--- config.mk ---
export PLATFORM = sky130hd
export DESIGN_NAME = note_plotter_flat
export DESIGN_NICKNAME = d
export VERILOG_FILES = /design/src/rtl/note_plotter_pkg.sv /design/src/rtl/note_plotter_if.sv /design/src/rtl/note_pixel_counter.sv /design/src/rtl/note_plotter.sv /design/src/flat_wrapper.sv
export SDC_FILE = /design/constraint.sdc
export NUM_CORES = 1
export LEC_CHECK = 0
export BUFFER_PORTS_ARGS = -buffer_cell sky130_fd_sc_hd__buf_4
export CAP_MARGIN = 20
export CORE_MARGIN = 4
export CORE_UTILIZATION = 60
export DETAILED_ROUTE_END_ITERATION = 16
export PLACE_DENSITY_LB_ADDON = 0.2
export SYNTH_ARGS = -nofsm -noshare
export SYNTH_HDL_FRONTEND = slang
export SYNTH_SLANG_ARGS = --single-unit
--- constraint.sdc ---
create_clock -name clk -period 3.45 [get_ports clk]
set_clock_uncertainty 0.05 [all_clocks]
set_input_delay 0.345 -clock clk [delete_from_list [all_inputs] [get_ports clk]]
set_output_delay 0.345 -clock clk [all_outputs]
set_load 0.005 [all_outputs]
--- src/rtl/note_plotter_pkg.sv ---
// Shared constants, types and geometry helpers for the note grid plotter.
package note_plotter_pkg;

   localparam int NUM_LANES       = 5;
   localparam int NUM_ROWS        = 8;
   localparam int NOTE_W          = 16;
   localparam int NOTE_H          = 8;
   localparam int LANE_PITCH      = 32;
   localparam int ROW_PITCH       = 15;
   localparam int X_OFFSET        = 8;
   localparam int PX_W            = 4;
   localparam int PY_W            = 3;
   localparam int PIXELS_PER_NOTE = NOTE_W * NOTE_H;

   typedef enum logic [1:0] {
      ST_IDLE  = 2'b00,
      ST_SCAN  = 2'b01,
      ST_PIXEL = 2'b10,
      ST_DONE  = 2'b11
   } plot_state_t;

   typedef enum logic {
      MODE_DRAW  = 1'b0,
      MODE_ERASE = 1'b1
   } plot_mode_t;

   typedef logic [NUM_LANES-1:0] lane_row_t;
   typedef lane_row_t [NUM_ROWS-1:0] note_grid_t;

   function automatic logic [2:0] lane_colour(input logic [2:0] lane);
      logic [2:0] c;
      case (lane)
         3'd0:    c = 3'b010;
         3'd1:    c = 3'b100;
         3'd2:    c = 3'b110;
         3'd3:    c = 3'b001;
         3'd4:    c = 3'b101;
         default: c = 3'b000;
      endcase
      return c;
   endfunction

   function automatic logic [7:0] cell_origin_x(input logic [2:0] lane);
      return 8'(X_OFFSET + LANE_PITCH * int'(lane));
   endfunction

   function automatic logic [6:0] cell_origin_y(input logic [2:0] row);
      return 7'(ROW_PITCH * int'(row));
   endfunction

endpackage

--- src/rtl/note_plotter_if.sv ---
// Control/VGA bundle between the game control FSM and the note plotter.
interface note_plotter_if;
   import note_plotter_pkg::*;

   logic            FSM_shift;
   logic            FSM_plot;
   logic            FSM_clear;
   lane_row_t       new_row;
   logic [7:0]      x_out;
   logic [6:0]      y_out;
   logic [2:0]      colour;
   logic            plot_en;
   logic            printed_register;
   lane_row_t       bottom_row;

   modport master (
      output FSM_shift, FSM_plot, FSM_clear, new_row,
      input  x_out, y_out, colour, plot_en, printed_register, bottom_row
   );

   modport slave (
      input  FSM_shift, FSM_plot, FSM_clear, new_row,
      output x_out, y_out, colour, plot_en, printed_register, bottom_row
   );

endinterface

--- src/rtl/note_pixel_counter.sv ---
// Walks the 16x8 pixels of one note box, px fastest; flags the last pixel.
module note_pixel_counter
   import note_plotter_pkg::*;
(
   input  logic            clk,
   input  logic            reset,
   input  logic            en,
   output logic [PX_W-1:0] px,
   output logic [PY_W-1:0] py,
   output logic            done
);

   logic [PX_W+PY_W-1:0] count_r;

   // Pixel index: advances while enabled, held at zero otherwise so each box starts at (0,0)
   always_ff @(posedge clk or negedge reset) begin
      if (!reset) begin
         count_r <= '0;
      end else if (en) begin
         count_r <= count_r + 7'd1;
      end else begin
         count_r <= '0;
      end
   end

   assign px   = count_r[PX_W-1:0];
   assign py   = count_r[PX_W+PY_W-1:PX_W];
   assign done = (count_r == 7'(PIXELS_PER_NOTE - 1));

endmodule

--- src/rtl/note_plotter.sv ---
// Note grid plotter: holds the 8x5 note grid, shifts it on request and streams
// note-box pixels to the VGA writer for draw or erase passes.
module note_plotter
   import note_plotter_pkg::*;
(
   input  logic          clk,
   input  logic          reset,
   note_plotter_if.slave bus
);

   plot_state_t     state_r;
   plot_state_t     next_state_s;
   plot_mode_t      mode_r;
   note_grid_t      grid_r;
   note_grid_t      snap_r;
   lane_row_t       bottom_row_r;
   logic [2:0]      row_r;
   logic [2:0]      lane_r;

   logic            start_s;
   logic            cell_hit_s;
   logic            last_cell_s;
   logic            pix_en_s;
   logic            pix_done_s;
   logic            advance_s;
   logic [PX_W-1:0] px_s;
   logic [PY_W-1:0] py_s;

   logic [7:0]      x_r;
   logic [6:0]      y_r;
   logic [2:0]      colour_r;
   logic            plot_en_r;
   logic            printed_r;
   logic            in_done_r;

   note_pixel_counter u_pixel_counter (
      .clk   (clk),
      .reset (reset),
      .en    (pix_en_s),
      .px    (px_s),
      .py    (py_s),
      .done  (pix_done_s)
   );

   // Scan-position decode shared by the FSM and the datapath
   always_comb begin
      start_s     = (state_r == ST_IDLE) && (bus.FSM_plot || bus.FSM_clear);
      cell_hit_s  = snap_r[row_r][lane_r];
      last_cell_s = (row_r == 3'(NUM_ROWS - 1)) && (lane_r == 3'(NUM_LANES - 1));
      pix_en_s    = (state_r == ST_PIXEL);
      advance_s   = ((state_r == ST_SCAN) && !cell_hit_s) || (pix_en_s && pix_done_s);
   end

   // State register
   always_ff @(posedge clk or negedge reset) begin
      if (!reset) begin
         state_r <= ST_IDLE;
      end else begin
         state_r <= next_state_s;
      end
   end

   // Next-state logic; DONE waits for both requests to drop so a held request cannot re-scan
   always_comb begin
      next_state_s = state_r;
      case (state_r)
         ST_IDLE: begin
            if (start_s) next_state_s = ST_SCAN;
            else         next_state_s = ST_IDLE;
         end
         ST_SCAN: begin
            if (cell_hit_s)       next_state_s = ST_PIXEL;
            else if (last_cell_s) next_state_s = ST_DONE;
            else                  next_state_s = ST_SCAN;
         end
         ST_PIXEL: begin
            if (!pix_done_s)      next_state_s = ST_PIXEL;
            else if (last_cell_s) next_state_s = ST_DONE;
            else                  next_state_s = ST_SCAN;
         end
         ST_DONE: begin
            if (!bus.FSM_plot && !bus.FSM_clear) next_state_s = ST_IDLE;
            else                                 next_state_s = ST_DONE;
         end
         default: next_state_s = ST_IDLE;
      endcase
   end

   // Grid, snapshot and scan position; the scan reads a snapshot so a same-cycle shift sees the old grid
   always_ff @(posedge clk or negedge reset) begin
      if (!reset) begin
         grid_r       <= '0;
         snap_r       <= '0;
         bottom_row_r <= '0;
         mode_r       <= MODE_DRAW;
         row_r        <= 3'd0;
         lane_r       <= 3'd0;
      end else begin
         if (start_s) begin
            snap_r <= grid_r;
            mode_r <= bus.FSM_plot ? MODE_DRAW : MODE_ERASE;
            row_r  <= 3'd0;
            lane_r <= 3'd0;
         end else if (advance_s) begin
            if (lane_r == 3'(NUM_LANES - 1)) begin
               lane_r <= 3'd0;
               row_r  <= row_r + 3'd1;
            end else begin
               lane_r <= lane_r + 3'd1;
            end
         end
         if ((state_r == ST_IDLE) && bus.FSM_shift) begin
            bottom_row_r <= grid_r[NUM_ROWS-1];
            grid_r       <= {grid_r[NUM_ROWS-2:0], bus.new_row};
         end
      end
   end

   // Registered outputs, each trailing the state that produces it by one cycle
   always_ff @(posedge clk or negedge reset) begin
      if (!reset) begin
         x_r       <= 8'd0;
         y_r       <= 7'd0;
         colour_r  <= 3'b000;
         plot_en_r <= 1'b0;
         printed_r <= 1'b0;
         in_done_r <= 1'b0;
      end else begin
         plot_en_r <= pix_en_s;
         in_done_r <= (state_r == ST_DONE);
         printed_r <= (state_r == ST_DONE) && !in_done_r;
         if (pix_en_s) begin
            x_r      <= cell_origin_x(lane_r) + {4'd0, px_s};
            y_r      <= cell_origin_y(row_r) + {4'd0, py_s};
            colour_r <= (mode_r == MODE_DRAW) ? lane_colour(lane_r) : 3'b000;
         end
      end
   end

   assign bus.x_out            = x_r;
   assign bus.y_out            = y_r;
   assign bus.colour           = colour_r;
   assign bus.plot_en          = plot_en_r;
   assign bus.printed_register = printed_r;
   assign bus.bottom_row       = bottom_row_r;

endmodule

--- src/flat_wrapper.sv ---
// flat-port wrapper written by rule: the top's interface ports become plain ports
module note_plotter_flat import note_plotter_pkg::*;
  (clk, reset, bus_FSM_shift, bus_FSM_plot, bus_FSM_clear, bus_new_row, bus_x_out, bus_y_out, bus_colour, bus_plot_en, bus_printed_register, bus_bottom_row);
  note_plotter_if bus_i ();
  input  logic clk;
  input  logic reset;
  input wire logic [$bits(bus_i.FSM_shift)-1:0] bus_FSM_shift;
  input wire logic [$bits(bus_i.FSM_plot)-1:0] bus_FSM_plot;
  input wire logic [$bits(bus_i.FSM_clear)-1:0] bus_FSM_clear;
  input wire logic [$bits(bus_i.new_row)-1:0] bus_new_row;
  output wire logic [$bits(bus_i.x_out)-1:0] bus_x_out;
  output wire logic [$bits(bus_i.y_out)-1:0] bus_y_out;
  output wire logic [$bits(bus_i.colour)-1:0] bus_colour;
  output wire logic [$bits(bus_i.plot_en)-1:0] bus_plot_en;
  output wire logic [$bits(bus_i.printed_register)-1:0] bus_printed_register;
  output wire logic [$bits(bus_i.bottom_row)-1:0] bus_bottom_row;
  assign bus_i.FSM_shift = bus_FSM_shift;
  assign bus_i.FSM_plot = bus_FSM_plot;
  assign bus_i.FSM_clear = bus_FSM_clear;
  assign bus_i.new_row = bus_new_row;
  assign bus_x_out = bus_i.x_out;
  assign bus_y_out = bus_i.y_out;
  assign bus_colour = bus_i.colour;
  assign bus_plot_en = bus_i.plot_en;
  assign bus_printed_register = bus_i.printed_register;
  assign bus_bottom_row = bus_i.bottom_row;
  note_plotter u_core (.clk(clk), .reset(reset), .bus(bus_i));
endmodule
Word-level counts from Yosys, hierarchy flattened
Cells that the tools add are included.
- bits in registers: 122
- input port bits: 10
- output and inout bits: 25
- word-level logic and storage cells: 84
- add/sub/neg operators: 6
- multiply operators: 1
- $lt $le $gt $ge: 2
- equal/unequal tests: 9
- mux-type cells: 20
- reductions and logical operators: 18
- operator list (cell ; number):
    two-way mux 3 bit ; 7
    binary-select mux 5 bit (select 3 bit) ; 1
    one-hot mux 3 bit (5 select lines) ; 1
    adder 4 x 8 -> 8 bit, first input constant ; 1
    adder 8 x 4 -> 8 bit ; 1
    < comparator 3 x 4 -> 1 bit, second input constant ; 2
    two-way mux 2 bit ; 4
    one-hot mux 2 bit (4 select lines) ; 1
    adder 7 x 1 -> 7 bit, second input constant ; 1
    adder 7 x 3 -> 7 bit ; 1
    == test 7 bit, second input constant ; 1
    logical AND 1 bit ; 7
    multiplier 4 x 3 -> 7 bit, first input constant ; 1
    two-way mux 7 bit ; 1
    adder 3 x 1 -> 3 bit, second input constant ; 2
    == test 3 x 2 -> 1 bit, second input constant ; 2
    == test 3 bit, second input constant ; 2
    two-way mux 5 bit ; 1
    == test 2 bit, second input constant ; 2
    zero test 1 bit ; 4
    nonzero test 2 bit ; 2
    binary-select mux 1 bit (select 3 bit) ; 1
    == test 3 x 1 -> 1 bit, second input constant ; 1
    zero test 3 bit ; 1
    other kinds (5) ; 8

Logic depth before layout (Yosys ltp)
- word-level depth: 9
- mapped depth: 10
- depth with buffers taken out: 9

Hierarchy
A second synthesis with hierarchy kept.
- cell total of the unflattened synthesis: 511
- area total of the unflattened synthesis: 5600.4 µm²
- by module, submodules not included (module ; times used ; cells each ; area an instance (µm²) ; seq. area each (µm²)):
    note_plotter ; 1 ; 482 ; 5278.8 ; 2877.8
    note_pixel_counter ; 1 ; 29 ; 321.6 ; 175.2

Least setup slack after synthesis
OpenSTA, ideal clock, no wires.
- path type: flip-flop to flip-flop
- start point: reg u_core.row_r[0]
- end point: reg u_core.y_r[6] (netlist: u_core.bus.y_out[6])
- library setup time: 0.132 ns
- arrival: 2.605 ns
- required time: 3.268 ns
- setup slack: 0.663 ns
- stages on the path, launching flop included: 10
- buffers on the path: 0
- clock period less this slack: 2.787 ns
- cell sequence: dfrtp_1 > fa_1 > fa_1 > ha_1 > a21o_1 > a21oi_1 > o21ai_0 > a21oi_1 > xor2_1 > o21ai_1
- cells in the longest elaborated chain, start to end: 2
- RTL lines (element ; line ; source):
    start, declared ; note_plotter.sv:17 ; logic [2:0] row_r;
    start signal, assigned ; note_plotter.sv:107 ; row_r <= row_r + 3'd1;
    multiplier 4 x 3 -> 7 bit ; note_plotter_pkg.sv:48 ; return 7'(ROW_PITCH * int'(row));
    adder 7 x 3 -> 7 bit ; note_plotter.sv:134 ; y_r <= cell_origin_y(row_r) + {4'd0, py_s};
    end signal, assigned ; note_plotter.sv:134 ;
    end, declared ; note_plotter.sv:30 ; logic [6:0] y_r;
No other way between the ends.
A chain may end at the register's enable or synchronous reset.

Worst setup path in the final report
- start point: reg u_core.row_r[1]
- end point: reg u_core.y_r[6] (netlist: u_core.bus.y_out[6])
The elaborated chain is that of the path after synthesis.

==> qor.yml <==
crit-reg2reg-launch: "u_core.row_r[1]$_DFFE_PN0P_"
root_buffer: "clkbuf_8"
cell_area_after_synthesis_mm2: 0.005469
finalMaxSlewViolations: 0
hold_violations: 0
final.setup.tns_ns: 0
setup.worst_path.end_class: "flip-flop"
cp.arrival_ns: 3.31
fp.dieH_um: 103.5
max_slew.worst_pin.slew_ns: 0.6937
met2WireLength_um: 5157
antenna_violating_nets_post_route: 0
postSynthCellCount: 420
clock_tree.htree_level_count: 4
worst_setup_hold_path_clk_slew_ns: 0.06
rsz0062_at_grt: "false"
finalCriticalPeriod_ns: 2.974
cts_buffers: 17
criticalPathCategory: "flip-flop to flip-flop"
async_reset_ff_share_pct: 100.0
switching_part_of_the_total_pct: 31.55
timing.max_slew.rel_slack_pct: 53.76
number_of_global_route_vias_before_repair: 3580
die_w_um: 103.5
power.density_mw_per_mm2: 886.4
wire_length_of_the_first_global_routing_pass_um: 17690
gp_routability_congestion: 0.8618
power_leakage_nw: 3.156
clk_path_buf_depth: 2
route.detailed.wl_per_inst_um: 17.37
yosysSeqAreaShare_pct: 55.82
vias: 3378
yosysWarningCount: 0
flow.area_growth_from_synthesis_pct: 19.38
grt_overflow: 0
internal-power_mw: 3.961
timing.critical_path.fanout_max: 23
wl_met1_um: 4459
largest_net_degree_at_the_start_of_global_routing: 70
power.ir.vdd_worst_uv: 534.9
report.final.setup_viol: 0
worst-endpoint-required_ns: 3.78
remaining_drc_errors: 0
antenna_diodes: 0
preCtsSetupSlack_ns: 0.4735
ys_ff_latch: 122
r2r_slack_ns: 0.48
max_freq_mhz: 336.3
final_critical_path_setup_slack_ns: 0.4763
global_route.usage.total_pct: 21.73
final.period_utilization_pct: 86.19
ioPinCount: 35
cp-start-kind: "flip-flop"
synth_ff_type: "dfrtp_1"
number_of_rows_created_at_floorplan: 34
maxCapViolCount: 0
synth_fp_nets: 451
cts.sinks: 122
relative_contribution_of_the_clock_network_to_total_power_pct: 30.5
highest_layer: "met4"
design.final.nets: 499
detail_route.vias_per_cell: 5.735
synth_enable_flop_cells: 0
hpwlAfterDp_um: 6649
antenna_violations_before_repair: 0
postCtsResizedCells: 0
clock_insertion_delay_worst_skew_ns: 0.51
total_length_of_routed_wires_um: 10230
result_of_the_run: "finished, final reports clean"
effective_utilization_at_floorplan_pct: 62.11
final_cell_mix: "dfrtp_1 (122), mux2_1 (63), nand2_1 (44)"
die_area_mm2: 0.01071
hold_path_class: "input port to flip-flop"
dr_wl_met3_um: 386
worst_r2r_path_depth: 10
post_route_cells_drive_above_1_share_pct: 21.83
design.core.area_mm2: 0.008806
drt_pass1_iterations: 4
cts_tree: "built"
drt_iter0_drc: 158
cp-endpoint: "u_core.bus.y_out[6]$_DFFE_PN0P_"
crit_path_from: "u_core.row_r[1]$_DFFE_PN0P_"
number_of_distinct_library_cells_after_synthesis: 44
leading_cell_type_in_the_layout_fill_and_taps_excluded: "dfrtp_1"
r2r_end: "u_core.bus.y_out[6]$_DFFE_PN0P_"
port_buffers: 34
p_seq_share_pct: 41.5
total_switching_power_mw: 1.826
synth_area_per_cell_um2: 13.02
comb_power_share_pct: 28.0
-- power groups by stage --
stage,Clock [mW],Combinational (mW),Sequential [mW]
global route,1.88,1.81,2.48
CTS,1.79,1.65,2.41
floorplan,0,1.18,2.28
global placement,0,1.56,2.40
detailed placement,0,1.62,2.43
finish,1.76,1.62,2.40
-- cells by family after synthesis --
| group | share of synthesized area, % |
|---|---|
| DFF | 55.82 |
| muxes | 22.17 |
| and+or+nand+nor | 7.985 |
| AOI/OAI and AO/OA | 5.399 |
| buffers and inverters | 1.990 |
| adders and majority gates | 5.353 |
| xor gates and xnor gates | 1.281 |
-- state kept, by name, summed over array words and instances, names as in the netlist, 2 cells and up --
| signal | count |
|---|---|
| u_core.grid_r | 40 |
| u_core.snap_r | 40 |
| u_core.bus.x_out | 8 |
| u_core.bus.y_out | 7 |
| u_core.u_pixel_counter.count_r | 7 |
| u_core.bus.bottom_row | 5 |
| u_core.bus.colour | 3 |
| u_core.lane_r | 3 |
| u_core.row_r | 3 |
| u_core.state_r | 2 |
-- cell usage after synthesis (all sizes together), types with 3 or more instances --
library cell | n | area (um2)
ha | 17 | 212.7
a21oi | 6 | 30.03
nand3 | 12 | 77.58
clkbuf | 13 | 48.80
or3 | 3 | 18.77
inv | 9 | 33.78
o21ai | 17 | 85.08
a22oi | 4 | 30.03
mux2i | 18 | 180.2
mux2 | 87 | 979.7
nand2 | 44 | 165.2
dfrtp | 122 | 3053
and2 | 3 | 18.77
a2111oi | 4 | 35.03
nand4 | 6 | 43.79
buf | 6 | 26.27
xor2 | 3 | 26.28
o31ai | 3 | 27.52
fa | 4 | 80.08
xnor2 | 5 | 43.79
nor2 | 13 | 48.80
-- timing repair --
action	4_1_cts	5_1_grt
setup buffers	0	0
hold buffers	6	0
hold endpoints to repair	58	0
-- layout make-up --
class	count	area, um2
multi-input cells	270	2320
fillers	585	2277
flip-flops and latches	122	3053
clock inverters	13	167.7
inverters	9	33.78
repair buffers	48	387.9
clock buffers	19	431.7
well taps	108	135.1
-- worst min path at each step --
| stage | slack (ns) | from | endpoint | cells past startpoint |
|---|---|---|---|---|
| finish | 0.01 | bus_new_row[3] | u_core.grid_r[3]$_DFFE_PN0P_ | 2 |
| global route | 0.01 | bus_new_row[3] | u_core.grid_r[3]$_DFFE_PN0P_ | 2 |
| CTS | 0.003 | bus_new_row[3] | u_core.grid_r[3]$_DFFE_PN0P_ | 2 |
| detailed placement | 0.35 | u_core.in_done_r$_DFF_PN0_ | u_core.bus.printed_register$_DFF_PN0_ | 1 |
| global placement | 0.33 | u_core.in_done_r$_DFF_PN0_ | u_core.bus.printed_register$_DFF_PN0_ | 1 |
| floorplan | -0.0006 | reset | u_core.bus.bottom_row[0]$_DFFE_PN0P_ | 0 |
-- through the flow --
| step | hold slack [ns] | power, mW | instance area [um2] | util (%) | cells |
|---|---|---|---|---|---|
| detailed placement | 0.3523 | 4.047 | 5869 | 66.65 | 551 |
| finish | 0.01141 | 5.787 | 6529 | 74.14 | 589 |
| CTS | 0.003152 | 5.848 | 6529 | 74.14 | 589 |
| global route | 0.009947 | 6.167 | 6529 | 74.14 | 589 |
| global placement | 0.3340 | 3.958 | 5869 | 66.65 | 551 |
| floorplan | -0.0005911 | 3.459 | 5469 | - | 420 |
-- worst max-delay path, cell delays in order (launching register included) --
cell and delay (ns):
dfrtp_1 0.39, buf_4 0.37, ha_1 0.29, fa_1 0.47, ha_1 0.32, a21o_1 0.16, a21oi_1 0.23, o21ai_0 0.11
a21oi_1 0.20, xor2_1 0.17, o21ai_1 0.07
-- per-layer routing --
metal	vias up	GRT usage, %
li1	1590	-
met1	1692	27.27
met2	76	36.37
met3	20	5.567
met4	0	8.068
met5	-	0
Note: power is estimated with default switching activity, not from simulation.
